[src/rtl/pong_pkg.sv]
// Shared constants for the pong collision/score logic: default screen geometry,
// band widths, score limit and the bit positions of the per-frame event vector.
package pong_pkg;

    localparam int DEF_H_ACTIVE  = 640;
    localparam int DEF_V_ACTIVE  = 480;
    localparam int DEF_EDGE_PX   = 3;
    localparam int DEF_SCORE_MAX = 9;

    localparam int SCORE_W = 4;
    localparam int N_EVT   = 5;

    // Bit positions inside an event vector
    localparam int WALL   = 0;
    localparam int PAD_L  = 1;
    localparam int PAD_R  = 2;
    localparam int GOAL_L = 3;
    localparam int GOAL_R = 4;

    typedef logic [N_EVT-1:0]   evt_t;
    typedef logic [SCORE_W-1:0] score_t;

endpackage

[src/rtl/score_counter.sv]
// One player's score: counts rising edges of the published goal flag,
// saturating at SCORE_MAX. at_max_o is a plain compare of the held score.
module score_counter
    import pong_pkg::*;
#(
    parameter int SCORE_MAX = DEF_SCORE_MAX
) (
    input  logic               clk,
    input  logic               reset,
    input  logic               publish_i,
    input  logic               goal_i,
    output logic [SCORE_W-1:0] score_o,
    output logic               at_max_o
);

    localparam score_t MAX_C = SCORE_W'(SCORE_MAX);

    score_t score_q, score_d;
    logic   goal_prev_q, goal_prev_d;

    // A goal held over several frames (ball parked in the goal) scores once.
    always_comb begin
        // NOTE: every always_comb output gets a default first so no path
        // leaves it unassigned, which would otherwise infer a latch.
        score_d     = score_q;
        goal_prev_d = goal_prev_q;
        if (publish_i) begin
            goal_prev_d = goal_i;
            if (goal_i && !goal_prev_q && (score_q < MAX_C)) begin
                score_d = score_q + 1'b1;
            end
        end
    end

    always_ff @(posedge clk) begin
        // NOTE: state registers use non-blocking assignments so every flop
        // samples the pre-edge values regardless of statement order.
        if (reset) begin
            score_q     <= '0;
            goal_prev_q <= 1'b0;
        end else begin
            score_q     <= score_d;
            goal_prev_q <= goal_prev_d;
        end
    end

    assign score_o  = score_q;
    assign at_max_o = (score_q == MAX_C);

endmodule

[src/rtl/collision_detect.sv]
// Frame-level collision detector: classifies registered pixel coincidences,
// accumulates sticky events over the frame and publishes them once per frame.
module collision_detect
    import pong_pkg::*;
#(
    parameter int H_ACTIVE  = DEF_H_ACTIVE,
    parameter int V_ACTIVE  = DEF_V_ACTIVE,
    parameter int EDGE_PX   = DEF_EDGE_PX,
    parameter int SCORE_MAX = DEF_SCORE_MAX
) (
    input  logic       clk,
    input  logic       reset,
    input  logic [9:0] hcount,
    input  logic [9:0] vcount,
    input  logic       ball_px,
    input  logic       paddle_l_px,
    input  logic       paddle_r_px,
    output logic       collision,
    output logic       hit_wall,
    output logic       hit_paddle_l,
    output logic       hit_paddle_r,
    output logic       goal_l,
    output logic       goal_r,
    output logic [3:0] score_p1,
    output logic [3:0] score_p2,
    output logic       game_over
);

    localparam logic [9:0] H_LIM    = 10'(H_ACTIVE);
    localparam logic [9:0] V_LIM    = 10'(V_ACTIVE);
    localparam logic [9:0] EDGE_C   = 10'(EDGE_PX);
    localparam logic [9:0] H_GOAL_R = 10'(H_ACTIVE - EDGE_PX);
    localparam logic [9:0] V_WALL_B = 10'(V_ACTIVE - EDGE_PX);

    // hcount/vcount delayed one cycle so they line up with the pixel inputs
    logic [9:0] hc_q, vc_q;

    evt_t acc_q, acc_d;
    evt_t flags_q, flags_d;
    evt_t evt_now;
    logic collision_q, collision_d;
    logic game_over_q, game_over_d;
    logic active, publish;
    logic p1_at_max, p2_at_max;

    assign active  = (hc_q < H_LIM) && (vc_q < V_LIM);
    // First front-porch line: outside active video, so no event can coincide.
    assign publish = (vc_q == V_LIM) && (hc_q == 10'd0);

    always_comb begin
        evt_now = '0;
        if (active && ball_px) begin
            evt_now[WALL]   = (vc_q < EDGE_C) || (vc_q >= V_WALL_B);
            evt_now[PAD_L]  = paddle_l_px;
            evt_now[PAD_R]  = paddle_r_px;
            evt_now[GOAL_L] = (hc_q < EDGE_C);
            evt_now[GOAL_R] = (hc_q >= H_GOAL_R);
        end
    end

    always_comb begin
        acc_d       = acc_q | evt_now;
        flags_d     = flags_q;
        collision_d = collision_q;
        if (publish) begin
            flags_d     = acc_q;
            collision_d = |acc_q;
            acc_d       = '0;
        end
    end

    assign game_over_d = p1_at_max | p2_at_max;

    always_ff @(posedge clk) begin
        if (reset) begin
            hc_q        <= '0;
            vc_q        <= '0;
            acc_q       <= '0;
            flags_q     <= '0;
            collision_q <= 1'b0;
            game_over_q <= 1'b0;
        end else begin
            hc_q        <= hcount;
            vc_q        <= vcount;
            acc_q       <= acc_d;
            flags_q     <= flags_d;
            collision_q <= collision_d;
            game_over_q <= game_over_d;
        end
    end

    // p1 is credited for the ball reaching the right goal, p2 for the left.
    score_counter #(
        .SCORE_MAX (SCORE_MAX)
    ) u_score_p1 (
        .clk       (clk),
        .reset     (reset),
        .publish_i (publish),
        .goal_i    (acc_q[GOAL_R]),
        .score_o   (score_p1),
        .at_max_o  (p1_at_max)
    );

    score_counter #(
        .SCORE_MAX (SCORE_MAX)
    ) u_score_p2 (
        .clk       (clk),
        .reset     (reset),
        .publish_i (publish),
        .goal_i    (acc_q[GOAL_L]),
        .score_o   (score_p2),
        .at_max_o  (p2_at_max)
    );

    assign collision    = collision_q;
    assign hit_wall     = flags_q[WALL];
    assign hit_paddle_l = flags_q[PAD_L];
    assign hit_paddle_r = flags_q[PAD_R];
    assign goal_l       = flags_q[GOAL_L];
    assign goal_r       = flags_q[GOAL_R];
    assign game_over    = game_over_q;

endmodule

[config.mk]
export PLATFORM = sky130hd
export DESIGN_NAME = collision_detect
export DESIGN_NICKNAME = d
export VERILOG_FILES = /design/src/rtl/pong_pkg.sv /design/src/rtl/score_counter.sv /design/src/rtl/collision_detect.sv
export SDC_FILE = /design/constraint.sdc
export NUM_CORES = 1
export LEC_CHECK = 0
export CORE_MARGIN = 5
export CORE_UTILIZATION = 48
export DETAILED_ROUTE_END_ITERATION = 8
export PLACE_DENSITY_LB_ADDON = 0.1
export SYNTH_ARGS = -nofsm -noshare
export SYNTH_HDL_FRONTEND = slang
export SYNTH_SLANG_ARGS = --single-unit
[constraint.sdc]
create_clock -name clk -period 2.3 [get_ports clk]
set_clock_uncertainty 0.15 [all_clocks]
set_input_delay 0.69 -clock clk [delete_from_list [all_inputs] [get_ports clk]]
set_output_delay 0.69 -clock clk [all_outputs]
set_load 0.01 [all_outputs]
* Word level (Yosys, flattened, before mapping)
Index checks and enable logic that the tools add are counted.
** Operators by class
- Add/subtract/negate cells :: 2
- Magnitude comparators :: 8
- Equal/unequal tests :: 3
- Mux-type cells :: 1
- Bitwise operators :: 2
- Reduce and logical (&&, ||, !) cells :: 15
** Operators with widths (number)
- $lt A10 B2 Y1 const B :: 2
- $eq A10 B9 Y1 const B :: 1
- $ge A10 B10 Y1 const B :: 1
- $ge A10 B9 Y1 const B :: 1
- $logic_not A10 Y1 :: 1
- $lt A10 B10 Y1 const B :: 1
- $lt A10 B9 Y1 const B :: 1
- $add A4 B1 Y4 const B :: 2
- $eq A4 B4 Y1 const B :: 2
- $lt A4 B4 Y1 const B :: 2
- $logic_and A1 B1 Y1 :: 7
- $mux W5 :: 1
- $or A5 B5 Y5 :: 1
- $reduce_or A5 Y1 :: 1
- $reduce_and A2 Y1 :: 2
- $logic_not A1 Y1 :: 2
- $reduce_or A2 Y1 :: 1
- $logic_or A1 B1 Y1 :: 1
- $or A1 B1 Y1 :: 1
** Word-level totals
- Flip-flop bits (word level) :: 42
- Input port bits :: 25
- Output and inout bits :: 15
- Logic and storage cells :: 41

* Logic depth before layout (Yosys ltp)
Gate-level depths: netlist of the first run.
- Depth in word-level cells :: 5
- Gate-level depth with buffers :: 6
- Depth with buffers taken out :: 6

* Modules after synthesis
Synthesis of the first run repeated with hierarchy kept, for this count alone.
** Unflattened totals
- Cell total of the unflattened synthesis :: 175
- Area total of the unflattened synthesis :: 1801.7 um^2
** By module, submodules not included
- collision_detect :: instances 1, cells an instance 115, area each 1163.6 um^2, sequential area each 640.6 um^2
- score_counter :: instances 2, cells an instance 30, area each 319.1 um^2, sequential area each 100.1 um^2

* Worst setup path after synthesis of the first run
Ideal clock, no wire load.
- Path kind :: register to register
- Start point :: register hc_q[6]
- End point :: register u_score_p1.score_q[0], in the netlist u_score_p1.score_o[0]
- Library setup time :: 0.132 ns
- Data arrival time :: 1.811 ns
- Required time :: 2.018 ns
- Setup slack :: 0.207 ns
- Cell stages (with the launch flop) :: 6
- Buffers on the path :: 1
- Clock period less this slack :: 2.093 ns
- Path through :: dfxtp_1 -> or4_4 -> or4_4 -> buf_6 -> o31ai_1 -> a21oi_1
** Between the ends
- Cells in the longest elaborated chain, start to end :: 3
** RTL lines
- start: declaration :: RTL line collision_detect.sv:36 : logic [9:0] hc_q, vc_q;
- start signal: assignment :: RTL line collision_detect.sv:83 : hc_q <= hcount;
- $logic_not A10 Y1 :: RTL line collision_detect.sv:48 : assign publish = (vc_q == V_LIM) && (hc_q == 10'd0);
- $logic_and A1 B1 Y1 :: RTL line collision_detect.sv:48
- $reduce_and A2 Y1 (no source line)
- end signal: assignment :: RTL line score_counter.sv:42 : score_q <= score_d;
- end: declaration :: RTL line score_counter.sv:18 : score_t score_q, score_d;
No other way between the ends.
A chain may end at the register's enable or synchronous reset.

* Final worst setup path of the first run
- Start point :: register u_score_p1.score_q[0], in the netlist u_score_p1.score_o[0]
- End point :: output port score_p1[0]
** RTL lines
- end: declaration :: RTL line collision_detect.sv:24 : output logic [3:0] score_p1,
No word-level cell between the ends.

==> metrics, run 1 <==
status=completed; final number of hold-violating endpoints=0; HPWL after DPL=approximately 2.7 mm; final wirelength=about 3.4 mm; final setup violation count=0; worst path cell trace=clkdlybuf4s50_1; DRC Markers=0; global placement routability congestion=0.846; GRT Resource Usage Total=0.160; WL/cell=13.1 microns; Area growth syn-to-layout=35.5%; Crit Path Max Fanout=6; post-synthesis sequential area ratio=0.497; synthesis-stage register bit count=40; Crit-path slowest cell=clkdlybuf4s50_1; Clock Latency Late Sink=0.34 ns; Die ar.=approximately 4600 sq um; Buf/Inv on CP=1; largest net degree at the start of global routing=41; Num CTS Buffers=5; fmax=about 450 MHz; ANT cells=0; GRT overflow=0; routed vias=1383; Starting Density=0.491; max incr delay on CP=0.58 ns; Worst Path Required=1.46 ns; DIE HEIGHT=68.0 microns; startpoint types=register; H-tree level count=2; CTS tree=built; Post-synth EDFFs=0; Hold WC Path Type=register to register; worst rel slew slack=0.737; share of synthesized registers carrying an async set or reset=0; vias in the first global route=1311; Synthesized Nets=201; MaxCap Viol Count=0; die width=68.0 microns; total power=1330 uW; # clock sinks=40; commonest non-fill, non-tap cell in the layout=dfxtp_1; Post-Route Setup TNS=0 ns; Port Buffers=39; period utilization=0.957; Final Max Tran Viols=0; critical path class=register to output pin; antenna violations before repair=0; Netlist Area Pre-Place=1610 sq um; Arrival @ worst endpoint=1.36 ns; first-pass GRT wire length=5.57 mm; fin crit period=2.20 ns; PwrDens=609 nW/um^2; CTS clk-pin slew, worst paths=between 0.1 and 0.15 ns; Vias per Instance=5.28; I/O pins=40; Fill cells=284; clk buf depth=2; critical path's top delay family=buffers and inverters; DRT antenna net count=0; post-synthesis instance total=170; detailed router's first-iteration violation count=86; layout cells sized above 1=0.0926; Worst Max-Slew Pin Slew=0.393 ns; RSZ-0062 raised after global routing=no; syn_area_per_cell=about 9.5 sq um; Post-CTS Setup Inserts=0; DR pass1 iterations=4; CTS Root Cell=clkbuf_4; crit end category=output pin; # hold bufs at CTS=0; row cnt=21; Static Leak=0.000770 uW; distinct cell type count after synthesis=36; Synth Flop Type=dfxtp_1; most frequent cells in the layout=dfxtp_1, clkdlybuf4s50_1, nor2b_1, a21oi_1, nand3_1; Core Region=3280 sq um; Final nets=246; Yosys warnings=0; maximum VDD drop=0.000406 V
==> flip-flops by register name (all words and copies together) (netlist names) <==
name / flops
vc_q: 10
game_over: 1
flags_q: 5
u_score_p1.score_o: 4
collision: 1
acc_q: 5
hc_q: 10
u_score_p2.score_o: 4
==> kinds of logic after synthesis <==
group	count (synthesis)	synth area share
and+or+nand+nor	68	0.258
AOI/OAI and AO/OA	41	0.158
DFF	40	0.497
buffers and inverters	15	0.0403
adders and majority gates	6	0.0465
==> final cells by class <==
class,instances,area [sq um],area share
tap,46,57.6,0.0263
inverter,9,33.8,0.0155
timing repair buffer,44,440,0.202
clock inverter,1,30.0,0.0137
multi-input combinational,115,757,0.347
clock buffer,7,65.1,0.0298
sequential,40,801,0.367
==> power breakdown <==
part	total [uW]	internal [uW]	switching, uW
Combinational	99.5	64.5	35.0
Clock	501	289	213
Sequential	730	715	15.0
==> metrics by stage <==
step / hold WS (ns) / instance area [sq um] / cells / util / setup slack, ns
2_1_floorplan: 0.292 / 1610 / 170 / - / 0.207
3_3_place_gp: 0.312 / 2080 / 254 / 0.633 / 0.160
3_5_place_dp: 0.319 / 2080 / 254 / 0.633 / 0.0847
4_1_cts: 0.336 / 2170 / 262 / 0.662 / 0.0654
5_1_grt: 0.373 / 2180 / 262 / 0.665 / 0.0243
6_report: 0.335 / 2180 / 262 / 0.665 / 0.0997
==> Yosys cell counts, types with 2 or more instances <==
| master | instances | area [sq um] |
|---|---|---|
| dfxtp_1 | 40 | 801 |
| nor2b_1 | 22 | 138 |
| a21oi_1 | 17 | 85.1 |
| nand3_1 | 11 | 55.1 |
| inv_1 | 9 | 33.8 |
| nor3_1 | 8 | 40.0 |
| o21ai_0 | 8 | 40.0 |
| ha_1 | 6 | 75.1 |
| nor2_1 | 5 | 18.8 |
| clkbuf_1 | 4 | 15.0 |
| nor4_1 | 4 | 25.0 |
| a211oi_1 | 3 | 22.5 |
| nand2b_1 | 3 | 18.8 |
| or4_4 | 3 | 33.8 |
| a31oi_1 | 2 | 12.5 |
| nand4b_1 | 2 | 17.5 |
| o2111ai_1 | 2 | 17.5 |
| o31ai_1 | 2 | 15.0 |
| or4_1 | 2 | 15.0 |
==> what timing repair did <==
item                                    4_1_cts  5_1_grt
endpoints found under the setup margin        0        2
gates resized for setup                       0        2
hold endpoints to repair                      0        0
==> layer usage <==
metal / part of all wire / vias to the layer above / GRT usage
li1: - / 702 / -
met1: 0.39 / 636 / 0.167
met2: 0.54 / 39 / 0.295
met3: 0.058 / 6 / 0.0542
met4: 0.013 / 0 / 0.0596
met5: 0 / - / 0
==> final timing paths <==
kind                    startpoint                     to  slack, ns  cells past startpoint
max          u_score_p1.score_o[0]            score_p1[0]        0.1                      1
min                       acc_q[0]               acc_q[0]       0.33                      2
max reg2reg                hc_q[6]  u_score_p1.score_o[2]       0.11                      4
min reg2reg               acc_q[0]               acc_q[0]       0.33                      2
Power figures use the tool's default switching activity.
==> run 2, diff against run 1 <==
- CORE_UTILIZATION: 48 -> 50
- GPL_ROUTABILITY_DRIVEN: unset -> 0
- clock period: 2.3 -> 2.7 ns (I/O delays scaled with it)
==> run 2 against run 1 <==
Hold slack improved by 0.0061 ns. First-iteration DRC count did not move. Largest power group unchanged. Sequential cell count did not move. Routed wire length rose by 1.4%. Critical endpoint unchanged. Critical path depth did not move. Register-to-register slack improved by 0.38 ns. Clock-buffer cell count fell by 1. Highest routed layer unchanged. Core utilization rose by 1.3 points. Total power fell by 27%.
==> metrics, run 2 (same netlist as run 1, synthesis figures left out) <==
CTS Root Cell=clkbuf_4; period utilization=0.853; startpoint types=register; max incr delay on CP=~0.57 ns; Final Max Tran Viols=0; fmax=roughly 430 MHz; HPWL after DPL=2.60 mm; fin crit period=2.30 ns; ANT cells=0; fin worst setup slack=between 0.3 and 0.4 ns; crit end category=output pin; placed inst area=2040 sq um; DR pass1 iterations=4; first-pass GRT wire length=about 5.8 mm; # hold bufs at CTS=0; critical path class=register to output pin; H-tree level count=2; Placed Cells=around 250; layout cells sized above 1=0.0613; Arrival @ worst endpoint=1.34 ns; routed vias=1373; commonest non-fill, non-tap cell in the layout=dfxtp_1; # clock sinks=40; final wirelength=3.47 mm; CTS tree=built; vias in the first global route=1351; DIE HEIGHT=66.8 microns; clock power share=0.280; Post-CTS Setup Inserts=0; GRT overflow=0; sw frac=0.226; power share of the combinational group=0.084; Starting Density=0.524; status=completed; Num CTS Buffers=5; Static Leak=0.000726 uW; GRT Resource Usage Total=0.172; PwrDens=468 nW/um^2; final instance area=about 2100 sq um; Reg power frac=0.636; clk buf depth=2; Die ar.=4460 sq um; critical path's top delay family=buffers and inverters; Crit Path Max Fanout=6; Non-Filler Instances=~260; CTS clk-pin slew, worst paths=roughly 0.11 ns; Vias per Instance=about 5.4; worst rel slew slack=0.470; WL/cell=between 10 and 15 microns; DRC Markers=0; worst path cell trace=clkdlybuf4s50_1; Internal Power=757 uW; Final nets=243; Core Region=3080 sq um; post-cts sizing count=0; Area growth syn-to-layout=29.5%; detailed router's first-iteration violation count=86; die width=66.8 microns; Port Buffers=39; antenna violations before repair=0; RSZ-0062 raised after global routing=no; DRT antenna net count=0; Post-Route Setup TNS=0 ns; Worst Max-Slew Pin Slew=0.793 ns; Crit-path slowest cell=clkdlybuf4s50_1; Buf/Inv on CP=1; largest net degree at the start of global routing=41; final number of hold-violating endpoints=0; row cnt=20; Hold WC Path Type=register to register; Worst Path Required=around 1.7 ns; final core occ=0.678; pre-CTS WS=0.381 ns; final setup violation count=0; biggest regs=hc_q: 10 flops, vc_q: 10 flops; Clock Latency Late Sink=0.34 ns; MaxCap Viol Count=0; most frequent cells in the layout=dfxtp_1, clkdlybuf4s50_1, nor2b_1, a21oi_1, nand3_1; I/O pins=40; P_sw=221 uW; maximum VDD drop=0.000294 V
run 2: cell count changes in the layout (fill, tap and decap cells not counted), sizes merged:
cell    before  now
bufinv       1    0
clkbuf       7    6
buf          5    2
clkinv       0    1
run 2: per-layer routing:
| layer | routed length, microns | part of all wire | track usage |
|---|---|---|---|
| met5 | 0 | 0 | 0 |
| met3 | 202 | 0.058 | 0.0590 |
| met4 | 47 | 0.014 | 0.0660 |
| met1 | 1400 | 0.40 | 0.180 |
| met2 | 1820 | 0.52 | 0.314 |
run 2: cell type report:
| class | instances | area [sq um] |
|---|---|---|
| inverters | 9 | 33.8 |
| multi-input cells | 115 | 747 |
| fillers | 256 | 990 |
| clock inverters | 1 | 5.00 |
| clock buffers | 6 | 41.3 |
| well taps | 44 | 55.1 |
| repair buffers | 41 | 405 |
| flip-flops and latches | 40 | 801 |
run 2: final timing paths:
kind | slack [ns] | startpoint | endpoint | cells after the start
setup / recovery | 0.40 | u_score_p1.score_o[0] | score_p1[0] | 1
hold / removal | 0.34 | acc_q[0] | acc_q[0] | 2
setup reg to reg | 0.49 | hc_q[6] | u_score_p1.score_o[2] | 4
hold reg to reg | 0.34 | acc_q[0] | acc_q[0] | 2
run 2: per-stage QoR:
step                power (uW)  hold slack (ns)
finish                     978            0.341
global route              1020            0.378
CTS                        982            0.337
detailed placement         717            0.321
global placement           713            0.317
floorplan                  672            0.292
run 2: power groups by stage:
stage | Sequential [uW] | Clock, uW | Combinational (uW)
floorplan | 631 | 0 | 40.4
global placement | 635 | 0 | 78.8
detailed placement | 635 | 0 | 81.3
CTS | 622 | 278 | 81.9
global route | 625 | 304 | 88.8
finish | 622 | 274 | 81.8
==> run 3, diff against run 2 <==
- SLEW_MARGIN: unset -> 30
==> results of run 3 <==
The final DEF is identical to that of run 2; final timing and power are the same.
